$ cat src/rtl/eviction_write_buffer_pkg.sv
// Shared types for the L1 eviction write buffer: line/address types,
// drain state encoding and the default buffer depth.
package eviction_write_buffer_pkg;

   localparam int LC3B_WB_DEPTH    = 4;
   localparam int LC3B_LINE_WIDTH  = 128;
   localparam int LC3B_LADDR_WIDTH = 12;

   typedef logic [LC3B_LADDR_WIDTH-1:0] lc3b_line_addr;
   typedef logic [LC3B_LINE_WIDTH-1:0]  lc3b_line;

   typedef enum logic [0:0] {
      wb_idle  = 1'b0,
      wb_write = 1'b1
   } lc3b_wb_state;

endpackage

$ cat src/rtl/eviction_write_buffer_wb_match.sv
// DEPTH-way line-address comparator. Only valid entries can match, and the
// buffer never holds two valid copies of one line, so the result is one-hot.
module wb_match
   import eviction_write_buffer_pkg::*;
#(
   parameter int DEPTH       = LC3B_WB_DEPTH,
   parameter int LADDR_WIDTH = LC3B_LADDR_WIDTH
) (
   input  logic [DEPTH-1:0]                  valid_i,
   input  logic [DEPTH-1:0][LADDR_WIDTH-1:0] addr_i,
   input  logic [LADDR_WIDTH-1:0]            cmp_addr_i,
   output logic [DEPTH-1:0]                  match_o
);

   // Per-entry valid-qualified address compare.
   always_comb begin
      match_o = {DEPTH{1'b0}};
      for (int i = 0; i < DEPTH; i++) begin
         match_o[i] = valid_i[i] && (addr_i[i] == cmp_addr_i);
      end
   end

endmodule

$ cat src/rtl/eviction_write_buffer.sv
// Write buffer between L1 and L2: queues dirty victim lines, coalesces
// rewrites of a queued line, forwards queued data to L1 misses, and drains
// the oldest line to L2 one write at a time.
module eviction_write_buffer
   import eviction_write_buffer_pkg::*;
#(
   parameter int DEPTH       = LC3B_WB_DEPTH,
   parameter int LINE_WIDTH  = LC3B_LINE_WIDTH,
   parameter int LADDR_WIDTH = LC3B_LADDR_WIDTH
) (
   input  logic                   clk,
   input  logic                   rst,
   input  logic                   in_write,
   input  logic [LADDR_WIDTH-1:0] in_addr,
   input  logic [LINE_WIDTH-1:0]  in_wdata,
   output logic                   in_resp,
   input  logic [LADDR_WIDTH-1:0] rd_addr,
   output logic                   rd_hit,
   output logic [LINE_WIDTH-1:0]  rd_data,
   output logic                   pmem_write,
   output logic [LADDR_WIDTH-1:0] pmem_address,
   output logic [LINE_WIDTH-1:0]  pmem_wdata,
   input  logic                   pmem_resp,
   output logic                   empty,
   output logic                   full
);

   localparam int PTR_W = (DEPTH > 1) ? $clog2(DEPTH) : 1;
   localparam int CNT_W = PTR_W + 1;

   logic [DEPTH-1:0]                  valid_q, valid_d;
   logic [DEPTH-1:0][LADDR_WIDTH-1:0] addr_q, addr_d;
   logic [DEPTH-1:0][LINE_WIDTH-1:0]  data_q, data_d;
   logic [PTR_W-1:0]                  head_q, head_d;
   logic [PTR_W-1:0]                  tail_q, tail_d;
   logic [CNT_W-1:0]                  count_q, count_d;
   lc3b_wb_state                      state_q, state_d;
   logic                              in_resp_q, in_resp_d;

   logic [DEPTH-1:0]      in_match_s;
   logic [DEPTH-1:0]      rd_match_s;
   logic [DEPTH-1:0]      entry_we_s;
   logic                  in_hit_s;
   logic                  head_match_s;
   logic                  coalesce_ok_s;
   logic                  push_ok_s;
   logic                  accept_s;
   logic                  push_s;
   logic                  pop_s;
   logic                  full_s;
   logic                  pmem_write_s;
   logic [LINE_WIDTH-1:0] rd_data_s;

   wb_match #(
      .DEPTH       (DEPTH),
      .LADDR_WIDTH (LADDR_WIDTH)
   ) u_in_match (
      .valid_i    (valid_q),
      .addr_i     (addr_q),
      .cmp_addr_i (in_addr),
      .match_o    (in_match_s)
   );

   wb_match #(
      .DEPTH       (DEPTH),
      .LADDR_WIDTH (LADDR_WIDTH)
   ) u_rd_match (
      .valid_i    (valid_q),
      .addr_i     (addr_q),
      .cmp_addr_i (rd_addr),
      .match_o    (rd_match_s)
   );

   // The head line is frozen while L2 is writing it, so a rewrite of it must
   // wait and become a fresh entry; in_resp_q blocks re-accepting a held request.
   assign full_s        = (count_q == CNT_W'(DEPTH));
   assign in_hit_s      = |in_match_s;
   assign head_match_s  = in_match_s[head_q];
   assign coalesce_ok_s = in_hit_s && (!head_match_s || (state_q == wb_idle));
   assign push_ok_s     = !in_hit_s && !full_s;
   assign accept_s      = in_write && !in_resp_q && (coalesce_ok_s || push_ok_s);
   assign push_s        = accept_s && !in_hit_s;
   assign pop_s         = (state_q == wb_write) && pmem_resp;
   assign in_resp_d     = accept_s;

   // Entry write enables: matched entry on coalesce, tail slot on push.
   always_comb begin
      entry_we_s = {DEPTH{1'b0}};
      for (int i = 0; i < DEPTH; i++) begin
         entry_we_s[i] = accept_s &&
                         ((in_hit_s && in_match_s[i]) ||
                          (!in_hit_s && (tail_q == PTR_W'(i))));
      end
   end

   // Next state of storage, pointers and occupancy count.
   always_comb begin
      valid_d = valid_q;
      addr_d  = addr_q;
      data_d  = data_q;
      for (int i = 0; i < DEPTH; i++) begin
         if (entry_we_s[i]) begin
            valid_d[i] = 1'b1;
            addr_d[i]  = in_addr;
            data_d[i]  = in_wdata;
         end else if (pop_s && (head_q == PTR_W'(i))) begin
            valid_d[i] = 1'b0;
         end else begin
            valid_d[i] = valid_q[i];
         end
      end

      if (push_s) begin
         tail_d = tail_q + PTR_W'(1);
      end else begin
         tail_d = tail_q;
      end

      if (pop_s) begin
         head_d = head_q + PTR_W'(1);
      end else begin
         head_d = head_q;
      end

      case ({push_s, pop_s})
         2'b10:   count_d = count_q + CNT_W'(1);
         2'b01:   count_d = count_q - CNT_W'(1);
         default: count_d = count_q;
      endcase
   end

   // Storage, pointer, count and in_resp registers.
   always_ff @(posedge clk or posedge rst) begin
      if (rst) begin
         valid_q   <= {DEPTH{1'b0}};
         addr_q    <= {(DEPTH*LADDR_WIDTH){1'b0}};
         data_q    <= {(DEPTH*LINE_WIDTH){1'b0}};
         head_q    <= {PTR_W{1'b0}};
         tail_q    <= {PTR_W{1'b0}};
         count_q   <= {CNT_W{1'b0}};
         in_resp_q <= 1'b0;
      end else begin
         valid_q   <= valid_d;
         addr_q    <= addr_d;
         data_q    <= data_d;
         head_q    <= head_d;
         tail_q    <= tail_d;
         count_q   <= count_d;
         in_resp_q <= in_resp_d;
      end
   end

   // Drain FSM state register.
   always_ff @(posedge clk or posedge rst) begin
      if (rst) begin
         state_q <= wb_idle;
      end else begin
         state_q <= state_d;
      end
   end

   // Drain FSM next state; leaving WRITE always passes through IDLE.
   always_comb begin
      state_d = state_q;
      case (state_q)
         wb_idle: begin
            if (count_q != {CNT_W{1'b0}}) begin
               state_d = wb_write;
            end else begin
               state_d = wb_idle;
            end
         end
         wb_write: begin
            if (pmem_resp) begin
               state_d = wb_idle;
            end else begin
               state_d = wb_write;
            end
         end
         default: state_d = wb_idle;
      endcase
   end

   // Drain FSM outputs.
   always_comb begin
      pmem_write_s = 1'b0;
      case (state_q)
         wb_idle:  pmem_write_s = 1'b0;
         wb_write: pmem_write_s = 1'b1;
         default:  pmem_write_s = 1'b0;
      endcase
   end

   // Forwarded miss data; at most one entry matches, so OR-reduction selects it.
   always_comb begin
      rd_data_s = {LINE_WIDTH{1'b0}};
      for (int i = 0; i < DEPTH; i++) begin
         if (rd_match_s[i]) begin
            rd_data_s = rd_data_s | data_q[i];
         end else begin
            rd_data_s = rd_data_s;
         end
      end
   end

   assign in_resp      = in_resp_q;
   assign rd_hit       = |rd_match_s;
   assign rd_data      = rd_data_s;
   assign pmem_write   = pmem_write_s;
   assign pmem_address = addr_q[head_q];
   assign pmem_wdata   = data_q[head_q];
   assign empty        = (count_q == {CNT_W{1'b0}}) && (state_q == wb_idle);
   assign full         = full_s;

endmodule

$ cat config.mk
export PLATFORM = sky130hd
export DESIGN_NAME = eviction_write_buffer
export DESIGN_NICKNAME = d
export VERILOG_FILES = /design/src/rtl/eviction_write_buffer_pkg.sv /design/src/rtl/eviction_write_buffer_wb_match.sv /design/src/rtl/eviction_write_buffer.sv
export SDC_FILE = /design/constraint.sdc
export NUM_CORES = 1
export LEC_CHECK = 0
export BUFFER_PORTS_ARGS = -buffer_cell sky130_fd_sc_hd__buf_2
export CAP_MARGIN = 10
export CORE_MARGIN = 3
export CORE_UTILIZATION = 50
export CTS_BUF_LIST = sky130_fd_sc_hd__clkbuf_16
export DETAILED_ROUTE_END_ITERATION = 10
export PLACE_DENSITY_LB_ADDON = 0.2
export SYNTH_ARGS = -nofsm -noshare
export SYNTH_HDL_FRONTEND = slang
export SYNTH_HIERARCHICAL = 1
export SYNTH_SLANG_ARGS = --single-unit
$ cat constraint.sdc
create_clock -name clk -period 44.9 [get_ports clk]
set_clock_uncertainty 0.15 [all_clocks]
set_input_delay 2.245 -clock clk [delete_from_list [all_inputs] [get_ports clk]]
set_output_delay 2.245 -clock clk [all_outputs]
set_load 0.01 [all_outputs]
==> results.tsv <==
metric	value	unit
die_h	246	um
yosys_warnings	6	
dieWidth	246	um
synth_nets	2196	
syn_area	28800	um2
numCtsBuffers	67	
clkSinkCount	573	
slew_violations	0	
final_util	58.7	%
clk_latency	610	ps
synth_flop_cell	dfrtp_1	
fmax	0.138	GHz
vias	19500	
fin_nets	2553	
hold_violations	0	
post_cts_buffers	0	
grt_usage	26.6	%
leakage	14.7	nW
synthDominantCellAreaShare	49.7	%
worstPathMaxFanout	57	
viasPerCell	6.06	
io_pins	429	
area_growth	15.5	%
worst-endpoint-required	42510	ps
drive_gt1_share	44.8	%
gp_congestion	0.859	
htree_levels	3	
synth.avg_cell_area	14.2	um2
core.rowCount	87	
synthTopCellsByArea	dfrtp_1 (50%), mux2_2 (15%), mux4_2 (11%)	
synth_cell_types	36	
ys_ff_latch	573	
grt_pass1_wl	124000	um
drt_iter0_markers	1299	
yosysTopAreaCell	dfrtp_1	
yosys-top-cells-count	dfrtp_1 (573), mux2_2 (382), a22oi_1 (256), mux2_1 (178), nand2_1 (144)	
rr_worst_depth	7	
ys_seq_area_share	49.7	%
worstPathArrival	4850	ps
grt_pass1_vias	20700	
syn_inst	2030	
setup-violations-final	0	
grt_start_max_net_pins	139	
vdd_drop_max	0.0386	mV
cts_resized	0	
crit_type	in -> out	
holdCritPathClass	reg -> reg	
max-cap-violations	0	
dp_cells	3074	
rsz0062_at_grt	false	
instances_no_fill	3216	
whs_path_depth	1	
core_area	56700	um2
yosysMostFrequentCell	dfrtp_1	
portBuffers	428	
max_slew.worst_pin.slew	1180	ps
antenna_found_initial	27	
grt-ovfl-total	0	
period_share	16.1	%
synth-edff-count	0	
postCtsHoldBufs	0	
start_kind	primary input	
slew_headroom	21.3	%
antenna_left	0	
hpwl	50400	um
wl	80200	um
powerDensity	75.3	nW/um2
cts.clk_slew.worst_paths	60	ps
die-area	60600	um2
clock_tree.buffer_depth	3	
status	finished, final reports clean	
setup_tns	0	ps
endpoint_kind	output port	
finalCriticalPeriod	7250	ps
post_drt_wl_per_cell	24.9	um
async_flop_share	100	%
drt_pass1_iterations	5	
cts_tree	built	
root_buffer	clkbuf_16	
start_util	50.8	%
route.detailed.drc	0	
-- placed cells by master (no fill, tap or decap), types with 3 or more instances in the layout --
master     Yosys  routed
mux4_2       141     141
nor2_1         5       5
dfrtp_1      573     571
clkinv_2       0      10
nor4_2         8       4
clkinv_8       0       3
inv_6          0       3
clkinv_1       0      13
diode_2        0      23
buf_2         23     428
mux2_2       382     382
inv_1         12      28
nand4_1       16      16
bufinv_16      0       3
a21o_1         4       4
xnor2_1       97      97
nor4_4         0       4
mux2_1       178     178
nand2_1      144     144
buf_4         22      34
clkbuf_16      0      68
nand3_1        8       8
ha_1           9       9
a22oi_1      256     256
-- registers in the layout (all words and copies together) (netlist names) --
name,cells
state_q,1
count_q,3
valid_q,4
head_q,2
tail_q,2
addr_q,48
data_q,512
in_resp,1
-- layer usage --
layer  part of all wire (%)  up-vias  track usage (%)
met5                   0.12        -                0
met4                    3.7       14             10.7
met3                    7.7      157             6.50
met2                     48      699             42.3
met1                     41    10200             35.1
li1                       -     8405                -
-- critical path, stage by stage --
cell and delay (ps):
buf_2 140, xnor2_1 230, nand4_1 180, nor4_4 300, buf_4 600, buf_4 680
a22oi_1 150, nand2_1 120, buf_2 130
-- worst paths after layout --
path | startpoint | to | slack [ps]
min | count_q[2] | count_q[2] | 340
max in group asynchronous | rst | data_q[398] | 39540
max reg2reg | head_q[0] | data_q[388] | 39360
min in group asynchronous | rst | data_q[335] | 1720
max | rd_addr[4] | rd_data[84] | 37650
min reg2reg | count_q[2] | count_q[2] | 340
-- cell type report --
type                    count  area [um2]
repair buffers            462        2400
clock inverters            51         343
multi-input cells        1271       13400
flip-flops and latches    573       14300
fillers                  4579       23400
inverters                  12        52.6
clock buffers              68        1700
well taps                 756         946
diodes                     23        57.6
-- power by group --
| group | leakage [nW] | switching, mW | internal [mW] |
|---|---|---|---|
| Clock | 1.07 | 0.214 | 0.293 |
| Sequential | 6.85 | 0.237 | 0.783 |
| Combinational | 6.80 | 0.430 | 0.548 |
-- kinds of logic after synthesis --
family / Yosys count / synth area share (%)
multiplexers: 701 / 32.9
XOR/XNOR: 101 / 3.12
AND/OR/NAND/NOR: 191 / 3.02
adder cells (fa/ha/maj): 10 / 0.460
AO/OA/AOI/OAI: 268 / 6.97
buffers and inverters: 186 / 3.81
flip-flops: 573 / 49.7
-- stage by stage --
stage	setup slack, ps	hold WS (ps)	area (um2)	power, mW
6_report	37650	338	33300	2.51
3_3_place_gp	37680	324	31200	1.97
5_1_grt	37460	371	33300	2.65
2_1_floorplan	26480	306	28800	1.66
4_1_cts	37600	343	33200	2.53
3_5_place_dp	37650	328	31200	2.01
No activity file was read; power rests on OpenSTA's default activity.
